## config.mk

```make
export PLATFORM = sky130hd
export DESIGN_NAME = nco_tone_sequencer
export DESIGN_NICKNAME = d
export VERILOG_FILES = /design/src/rtl/nco_tone_sequencer.sv
export SDC_FILE = /design/constraint.sdc
export NUM_CORES = 2
export LEC_CHECK = 0
export CAP_MARGIN = 20
export CORE_UTILIZATION = 55
export DETAILED_ROUTE_END_ITERATION = 7
export PLACE_DENSITY_LB_ADDON = 0.2
export SETUP_SLACK_MARGIN = 0.1
export SYNTH_ARGS = -nofsm -noshare
export SYNTH_HDL_FRONTEND = slang
export SYNTH_SLANG_ARGS = --single-unit
```

## constraint.sdc

```tcl
create_clock -name clk -period 37.7 [get_ports clk]
set_input_delay 11.31 -clock clk [delete_from_list [all_inputs] [get_ports clk]]
set_output_delay 11.31 -clock clk [all_outputs]
set_load 0.005 [all_outputs]
```

## src/rtl/nco_tone_sequencer.sv

```systemverilog
// Tone-sweep controller: steps a flop table of {phinc_a, phinc_b, dwell} segments
// and drives the two NCO phase increments, DAC mute and segment/done status.
module nco_tone_sequencer #(
  parameter int DEPTH = 8,
  parameter int PHW   = 32,
  parameter int DWW   = 24,
  parameter int AW    = $clog2(DEPTH)
) (
  input  logic           clk,
  input  logic           areset,
  input  logic           cfg_we,
  input  logic [AW-1:0]  cfg_addr,
  input  logic [PHW-1:0] cfg_phinc_a,
  input  logic [PHW-1:0] cfg_phinc_b,
  input  logic [DWW-1:0] cfg_dwell,
  input  logic [AW:0]    num_seg,
  input  logic           loop_en,
  input  logic           start,
  input  logic           stop,
  output logic [PHW-1:0] phinc_a,
  output logic [PHW-1:0] phinc_b,
  output logic           dac_mute,
  output logic           busy,
  output logic [AW-1:0]  seg_idx,
  output logic           seg_strobe,
  output logic           done,
  output logic [1:0]     dbg_state
);

  // Control handshake: start/stop are single-cycle pulses with no ready; start is
  // accepted only in IDLE with num_seg != 0 and stop low, stop is honoured in LOAD/RUN.
  typedef enum logic [1:0] {
    S_IDLE = 2'd0,
    S_LOAD = 2'd1,
    S_RUN  = 2'd2
  } state_t;

  localparam logic [AW-1:0]  IDX_ONE = 1;
  localparam logic [DWW-1:0] CNT_ONE = 1;

  state_t         r_state, w_state_nxt;
  logic [AW-1:0]  r_last, w_last_nxt;
  logic [AW-1:0]  r_idx, w_idx_nxt;
  logic [DWW-1:0] r_cnt, w_cnt_nxt;
  logic [PHW-1:0] r_phinc_a, w_phinc_a_nxt;
  logic [PHW-1:0] r_phinc_b, w_phinc_b_nxt;
  logic           r_mute, w_mute_nxt;
  logic           r_busy, w_busy_nxt;
  logic [AW-1:0]  r_seg_idx, w_seg_idx_nxt;
  logic           r_strobe, w_strobe_nxt;
  logic           r_done, w_done_nxt;

  logic [PHW-1:0] r_tab_a [DEPTH];
  logic [PHW-1:0] r_tab_b [DEPTH];
  logic [DWW-1:0] r_tab_d [DEPTH];

  logic [AW-1:0]  w_start_last;
  logic [DWW-1:0] w_dwell_rd;
  logic [DWW-1:0] w_dwell_eff;
  logic           w_start_ok;

  always_ff @(posedge clk or posedge areset) begin
    if (areset) begin
      for (int i = 0; i < DEPTH; i++) begin
        r_tab_a[i] <= '0;
        r_tab_b[i] <= '0;
        r_tab_d[i] <= '0;
      end
    end else if (cfg_we) begin
      r_tab_a[cfg_addr] <= cfg_phinc_a;
      r_tab_b[cfg_addr] <= cfg_phinc_b;
      r_tab_d[cfg_addr] <= cfg_dwell;
    end
  end

  // DEPTH is a power of two, so num_seg >= DEPTH exactly when its top bit is set.
  assign w_start_last = num_seg[AW] ? {AW{1'b1}} : (num_seg[AW-1:0] - IDX_ONE);
  assign w_start_ok   = start && !stop && (num_seg != '0);
  assign w_dwell_rd   = r_tab_d[r_idx];
  assign w_dwell_eff  = (w_dwell_rd == '0) ? CNT_ONE : w_dwell_rd;

  always_comb begin
    w_state_nxt   = r_state;
    w_last_nxt    = r_last;
    w_idx_nxt     = r_idx;
    w_cnt_nxt     = r_cnt;
    w_phinc_a_nxt = r_phinc_a;
    w_phinc_b_nxt = r_phinc_b;
    w_mute_nxt    = r_mute;
    w_busy_nxt    = r_busy;
    w_seg_idx_nxt = r_seg_idx;
    w_strobe_nxt  = 1'b0;
    w_done_nxt    = 1'b0;
    case (r_state)
      S_IDLE: begin
        if (w_start_ok) begin
          w_state_nxt = S_LOAD;
          w_last_nxt  = w_start_last;
          w_idx_nxt   = '0;
          w_busy_nxt  = 1'b1;
        end
      end
      S_LOAD: begin
        if (stop) begin
          w_state_nxt   = S_IDLE;
          w_phinc_a_nxt = '0;
          w_phinc_b_nxt = '0;
          w_mute_nxt    = 1'b1;
          w_busy_nxt    = 1'b0;
          w_seg_idx_nxt = '0;
        end else begin
          w_state_nxt   = S_RUN;
          w_phinc_a_nxt = r_tab_a[r_idx];
          w_phinc_b_nxt = r_tab_b[r_idx];
          w_seg_idx_nxt = r_idx;
          w_cnt_nxt     = w_dwell_eff;
          w_strobe_nxt  = 1'b1;
          w_mute_nxt    = 1'b0;
        end
      end
      S_RUN: begin
        if (stop) begin
          w_state_nxt   = S_IDLE;
          w_phinc_a_nxt = '0;
          w_phinc_b_nxt = '0;
          w_mute_nxt    = 1'b1;
          w_busy_nxt    = 1'b0;
          w_seg_idx_nxt = '0;
        end else if (r_cnt == '0) begin
          // cnt=0 only marks the final segment's extra cycle, matching the LOAD
          // cycle that follows every other segment.
          w_state_nxt   = S_IDLE;
          w_phinc_a_nxt = '0;
          w_phinc_b_nxt = '0;
          w_mute_nxt    = 1'b1;
          w_busy_nxt    = 1'b0;
          w_seg_idx_nxt = '0;
          w_done_nxt    = 1'b1;
        end else if (r_cnt == CNT_ONE) begin
          if (r_idx != r_last) begin
            w_idx_nxt   = r_idx + IDX_ONE;
            w_state_nxt = S_LOAD;
          end else if (loop_en) begin
            w_idx_nxt   = '0;
            w_state_nxt = S_LOAD;
          end else begin
            w_cnt_nxt = '0;
          end
        end else begin
          w_cnt_nxt = r_cnt - CNT_ONE;
        end
      end
      default: w_state_nxt = S_IDLE;
    endcase
  end

  always_ff @(posedge clk or posedge areset) begin
    if (areset) begin
      r_state   <= S_IDLE;
      r_last    <= '0;
      r_idx     <= '0;
      r_cnt     <= '0;
      r_phinc_a <= '0;
      r_phinc_b <= '0;
      r_mute    <= 1'b1;
      r_busy    <= 1'b0;
      r_seg_idx <= '0;
      r_strobe  <= 1'b0;
      r_done    <= 1'b0;
    end else begin
      r_state   <= w_state_nxt;
      r_last    <= w_last_nxt;
      r_idx     <= w_idx_nxt;
      r_cnt     <= w_cnt_nxt;
      r_phinc_a <= w_phinc_a_nxt;
      r_phinc_b <= w_phinc_b_nxt;
      r_mute    <= w_mute_nxt;
      r_busy    <= w_busy_nxt;
      r_seg_idx <= w_seg_idx_nxt;
      r_strobe  <= w_strobe_nxt;
      r_done    <= w_done_nxt;
    end
  end

  assign phinc_a    = r_phinc_a;
  assign phinc_b    = r_phinc_b;
  assign dac_mute   = r_mute;
  assign busy       = r_busy;
  assign seg_idx    = r_seg_idx;
  assign seg_strobe = r_strobe;
  assign done       = r_done;
  assign dbg_state  = r_state;

endmodule
```

Word level (Yosys, flattened, before mapping)
Index checks and enable logic that the tools add are counted.
- add/sub/neg operators: 3
- $lt $le $gt $ge: 3
- equality and inequality tests: 16
- mux-type cells: 64
- bitwise logic cells: 2
- reductions and logical operators: 17
- operators by type and width (operator ; number):
    bitwise mux 256 bit ; 2
    two-way mux 32 bit ; 9
    two-way mux 24 bit ; 10
    binary-select mux 32 bit (select 3 bit) ; 2
    bitwise mux 192 bit ; 1
    case mux 32 bit (2 select lines) ; 2
    demux 32 bit (select 3 bit) ; 1
    binary-select mux 24 bit (select 3 bit) ; 1
    demux 24 bit (select 3 bit) ; 1
    zero test 24 bit ; 2
    case mux 24 bit (2 select lines) ; 1
    two-way mux 3 bit ; 10
    == test 24 x 1 -> 1 bit (second input constant) ; 1
    subtractor 24 x 1 -> 24 bit (second input constant) ; 1
    two-way mux 2 bit ; 7
    two-way mux 1 bit ; 12
    inequality test 2 bit (second input constant) ; 6
    inequality test 3 bit (second input constant) ; 4
    case mux 3 bit (2 select lines) ; 2
    AND reduction 6 bit ; 2
    greater-or-equal comparator 4 bit (second input constant) ; 2
    NOT 3 -> 4 bit ; 2
    case mux 2 bit (3 select lines) ; 1
    inequality test 5 bit (second input constant) ; 1
    18 further kinds ; 22
- flip-flop bits (word level): 807
- input port bits: 101
- word-level logic and storage cells: 140

Depth between registers and ports, before layout
- depth after elaboration: 8
- depth in mapped cells: 11
- gate-level depth less buffers: 8

Worst setup path after synthesis
No wires, ideal clock.
- path type: in2reg
- start point: input port cfg_addr[0]
- end point: register r_tab_b[100] (netlist name)
- library setup time: 0.125 ns
- arrival: 13.168 ns
- required time: 37.575 ns
- path slack: 24.408 ns
- stages on the path: 6
- path buffers: 3
- cell sequence: clkbuf_1 -> nand2b_1 -> nor3b_1 -> clkbuf_1 -> buf_1 -> mux2_2
- cells in the longest elaborated chain, start to end: 6
- elaborated cells between the ends (all ways): 7
- classes of those cells: order compare (2); mux (3); bitwise (1); reduce/logical (1)
- RTL lines (what ; RTL line ; text):
    start, declared ; 12 ; input logic [AW-1:0] cfg_addr,
    NOT 3 -> 4 bit (implied by the code) (*) ; 71 ; r_tab_b[cfg_addr] <= cfg_phinc_b;
    greater-or-equal comparator 4 bit (implied by the code) or less-than comparator 4 x 1 -> 1 bit (tied branches) ; 71 ;
    logical AND 1 bit (implied by the code) ; 71 ;
    two-way mux 32 bit (implied by the code) ; 71 ;
    demux 32 bit (select 3 bit) (*) ; 71 ;
    bitwise mux 256 bit (*) ; 71 ;
    end signal, assigned by index ; 71 ;
    end, declared ; 54 ; logic [PHW-1:0] r_tab_b [DEPTH];
Mark *: on every way between the ends. The rest lies on a longest branch, timed or not.
A chain may end at the register's enable or synchronous reset.

==> flow_metrics.py <==
metrics = {
    "route": {
        "drc": 0,
        "wire_per_inst_um": 24.02,
        "drt_first_pass_iters": 5,
        "ant_nets": 0,
        "vias_per_cell": 6.154,
        "drt_iter0_drc": 1439,
        "num_vias": 20869,
        "wirelength_um": 81460,
    },
    "worst_setup_path": {
        "crit_path_top_delay_cell": "buf_4",
        "r2r_start": "r_idx[1]",
        "crit_top_cell": "buf_4",
        "end_kind": "async pin",
        "r2r_setup_slack_ps": 33650,
        "critPathRequiredTime_ps": 38480,
        "reg2reg_to": "r_cnt[0]",
        "arrival_ps": 15720,
        "worstPathCellList": "clkdlybuf4s50_1 -> inv_8 -> buf_4 -> buf_4 -> buf_16 -> buf_4 -> buf_4 -> buf_16",
        "path_class": "primary input to async pin",
        "start_kind": "primary input",
        "rr_worst_depth": 7,
        "max_stage_delay_ps": 860,
        "cp_max_fo": 130,
    },
    "die": {
        "die_x_um": 257.1,
        "core_um2": 64350,
        "num_io_pins": 174,
        "die_h_um": 257.1,
        "initial_core_util_pct": 55.64,
        "fp-row-count": 93,
        "die_area_um2": 66120,
    },
    "final_layout": {
        "final_nets": 2574,
        "mostFrequentLayoutCells": "803 x dfrtp_1, 707 x mux2_2, 173 x clkdlybuf4s50_1",
        "drive_gt1_share_pct": 41.98,
        "fin_util_pct": 63.81,
        "multiInputGateArea_um2": 14890,
        "ff_latch_area_um2": 20200,
        "num-fill-cells": 4639,
        "area_delta_synth_final_pct": 14.69,
        "mostFrequentLayoutCell": "dfrtp_1",
    },
    "timing": {
        "finalHoldViolations": 0,
        "fmax_mhz": 66.92,
        "final.min_clock_period_ps": 14940,
        "setup_violations": 0,
        "skew_ps": 24.32,
        "worst-slew-pin-transition_ps": 1066,
        "slew_headroom_pct": 28.94,
        "rsz0062_at_grt": "no",
        "period_share_pct": 39.64,
        "drv_slew": 0,
        "tns_ps": 0,
    },
    "clock_network": {
        "clk_pin_slew_ps": 50,
        "holdBufCountCts": 0,
        "root_buffer": "clkbuf_16",
        "cts_max_level": 3,
        "post_cts_resize_count": 0,
        "postCtsSetupBuffers": 0,
        "clk_path_buf_depth": 3,
        "cts_buffers": 85,
        "clk_latency_ps": 630,
        "cts.sink_count": 807,
        "cts_tree": "done",
    },
    "pwr": {
        "power_density_nw_per_um2": 65.06,
        "power_leakage_uw": 0.01685,
        "vdd_ir_drop_max_v": 0.00004838,
    },
    "logic_synthesis": {
        "ys_warn_count": 0,
        "ys.flop_type": "dfrtp_1",
        "synth_seq_cells": 807,
        "seq_area_frac_synth_pct": 56.41,
        "syn_area_um2": 35800,
        "synth-edff-count": 0,
        "synthCells": 2324,
        "synthArstFlopShare_pct": 100.0,
        "synth_area_per_cell_um2": 15.41,
        "ys_types": 65,
        "synth_fp_nets": 2433,
    },
    "grt": {
        "grt_start_max_net_pins": 131,
        "grt-ovfl-total": 0,
        "antenna_found_initial": 14,
        "track_usage_pct": 25.32,
        "grt_pass1_wl_um": 130700,
        "grt_pass1_vias": 22844,
    },
    "worst_hold_path": {
        "hp-class": "register to register",
        "min_to": "phinc_b[18]",
        "whs_path_depth": 2,
        "min-delay-start": "phinc_b[18]",
    },
    "placement": {
        "dp_hpwl_um": 46190,
        "portBuffers": 173,
        "gp_congestion": 0.8441,
    },
    "status": {
        "status": "finished, final reports clean",
    },
    "run": {
        "max-cap-violations": 0,
    },
}
## state kept, by name (all words and copies together), names as in the netlist, 2 cells and up
name and flops:
seg_idx 3, phinc_b 32, phinc_a 32, r_idx 3, r_last 3, r_tab_b 256, r_cnt 24, r_tab_d 192
r_tab_a 256, dbg_state 2
## stage by stage
stage                     instance area (um2)  worst slack (ps)  total power [uW]  hold WS (ps)  std cells
after floorplan                         35800              3728              1679         457.4       2324
after global placement                  38260             21350              1850         463.3       3228
after detailed placement                38260             21130              1889         469.1       3228
after CTS                               40920             21800              2693         481.9       3380
after global routing                    41060             22090              2810         498.6       3390
final                                   41060             22760              2671         472.5       3391
## synthesized netlist by cell type (4+ instances only)
cell	instances	area (um2)
a21oi_1	11	55.05
a22o_1	11	96.34
a22oi_1	64	480.5
a31oi_1	7	43.79
and3_1	4	25.02
buf_1	19	71.32
buf_2	25	125.1
clkbuf_1	114	427.9
dfrtp_1	806	20170
ha_1	8	100.1
inv_1	14	52.55
mux2_2	707	7961
mux2i_1	25	250.2
mux4_1	16	420.4
mux4_2	160	3603
nand2_1	80	300.3
nand3_1	20	100.1
nand4_1	10	62.56
nor2_1	30	112.6
nor3_1	16	80.08
nor3b_1	5	37.54
o211ai_1	6	45.04
o21ai_0	74	370.4
o22ai_1	6	37.54
o2bb2ai_1	12	105.1
o31ai_1	4	30.03
o32ai_1	6	52.55
## critical path: cells and delay by family
kind	cells	cell delay [ps]
buffers and inverters	8	4180
## worst max-delay path by stage
stage | startpoint | end | slack (ps)
5_1_grt | areset | phinc_a[11] | 22090
4_1_cts | areset | r_tab_a[11] | 21800
3_3_place_gp | areset | r_tab_a[171] | 21350
2_1_floorplan | areset | busy | 3730
3_5_place_dp | areset | r_tab_a[235] | 21130
6_report | areset | r_tab_a[140] | 22760
## report_power, final
group / internal [uW] / switching, uW / leakage [uW]
Clock: 465 / 333 / 0.00132
Sequential: 1070 / 124 / 0.00979
Combinational: 378 / 298 / 0.00575
## logic make-up after synthesis
| group | Yosys count | synth area share [%] |
|---|---|---|
| and+or+nand+nor | 198 | 2.754 |
| AOI/OAI and AO/OA | 218 | 4.092 |
| DFF | 807 | 56.41 |
| adders and majority gates | 8 | 0.2796 |
| xor gates and xnor gates | 4 | 0.09787 |
| buffers and inverters | 179 | 2.128 |
| muxes | 910 | 34.24 |
## final cells by class
type	count	share of cell area [%]
multi-input combinational	1338	36.25
antenna	6	0.03657
tap	855	2.605
timing repair buffer	218	5.254
inverter	15	0.1554
clock inverter	19	0.3474
clock buffer	133	6.140
sequential	807	49.21
## layer usage
| metal | part of all wire, % | up-vias | track usage (%) |
|---|---|---|---|
| li1 | - | 9039 | - |
| met1 | 44 | 11237 | 34.33 |
| met2 | 49 | 463 | 41.67 |
| met3 | 5.3 | 114 | 5.191 |
| met4 | 1.7 | 16 | 7.077 |
| met5 | 0.11 | - | 0 |
Note: power is estimated with default switching activity, not from simulation.
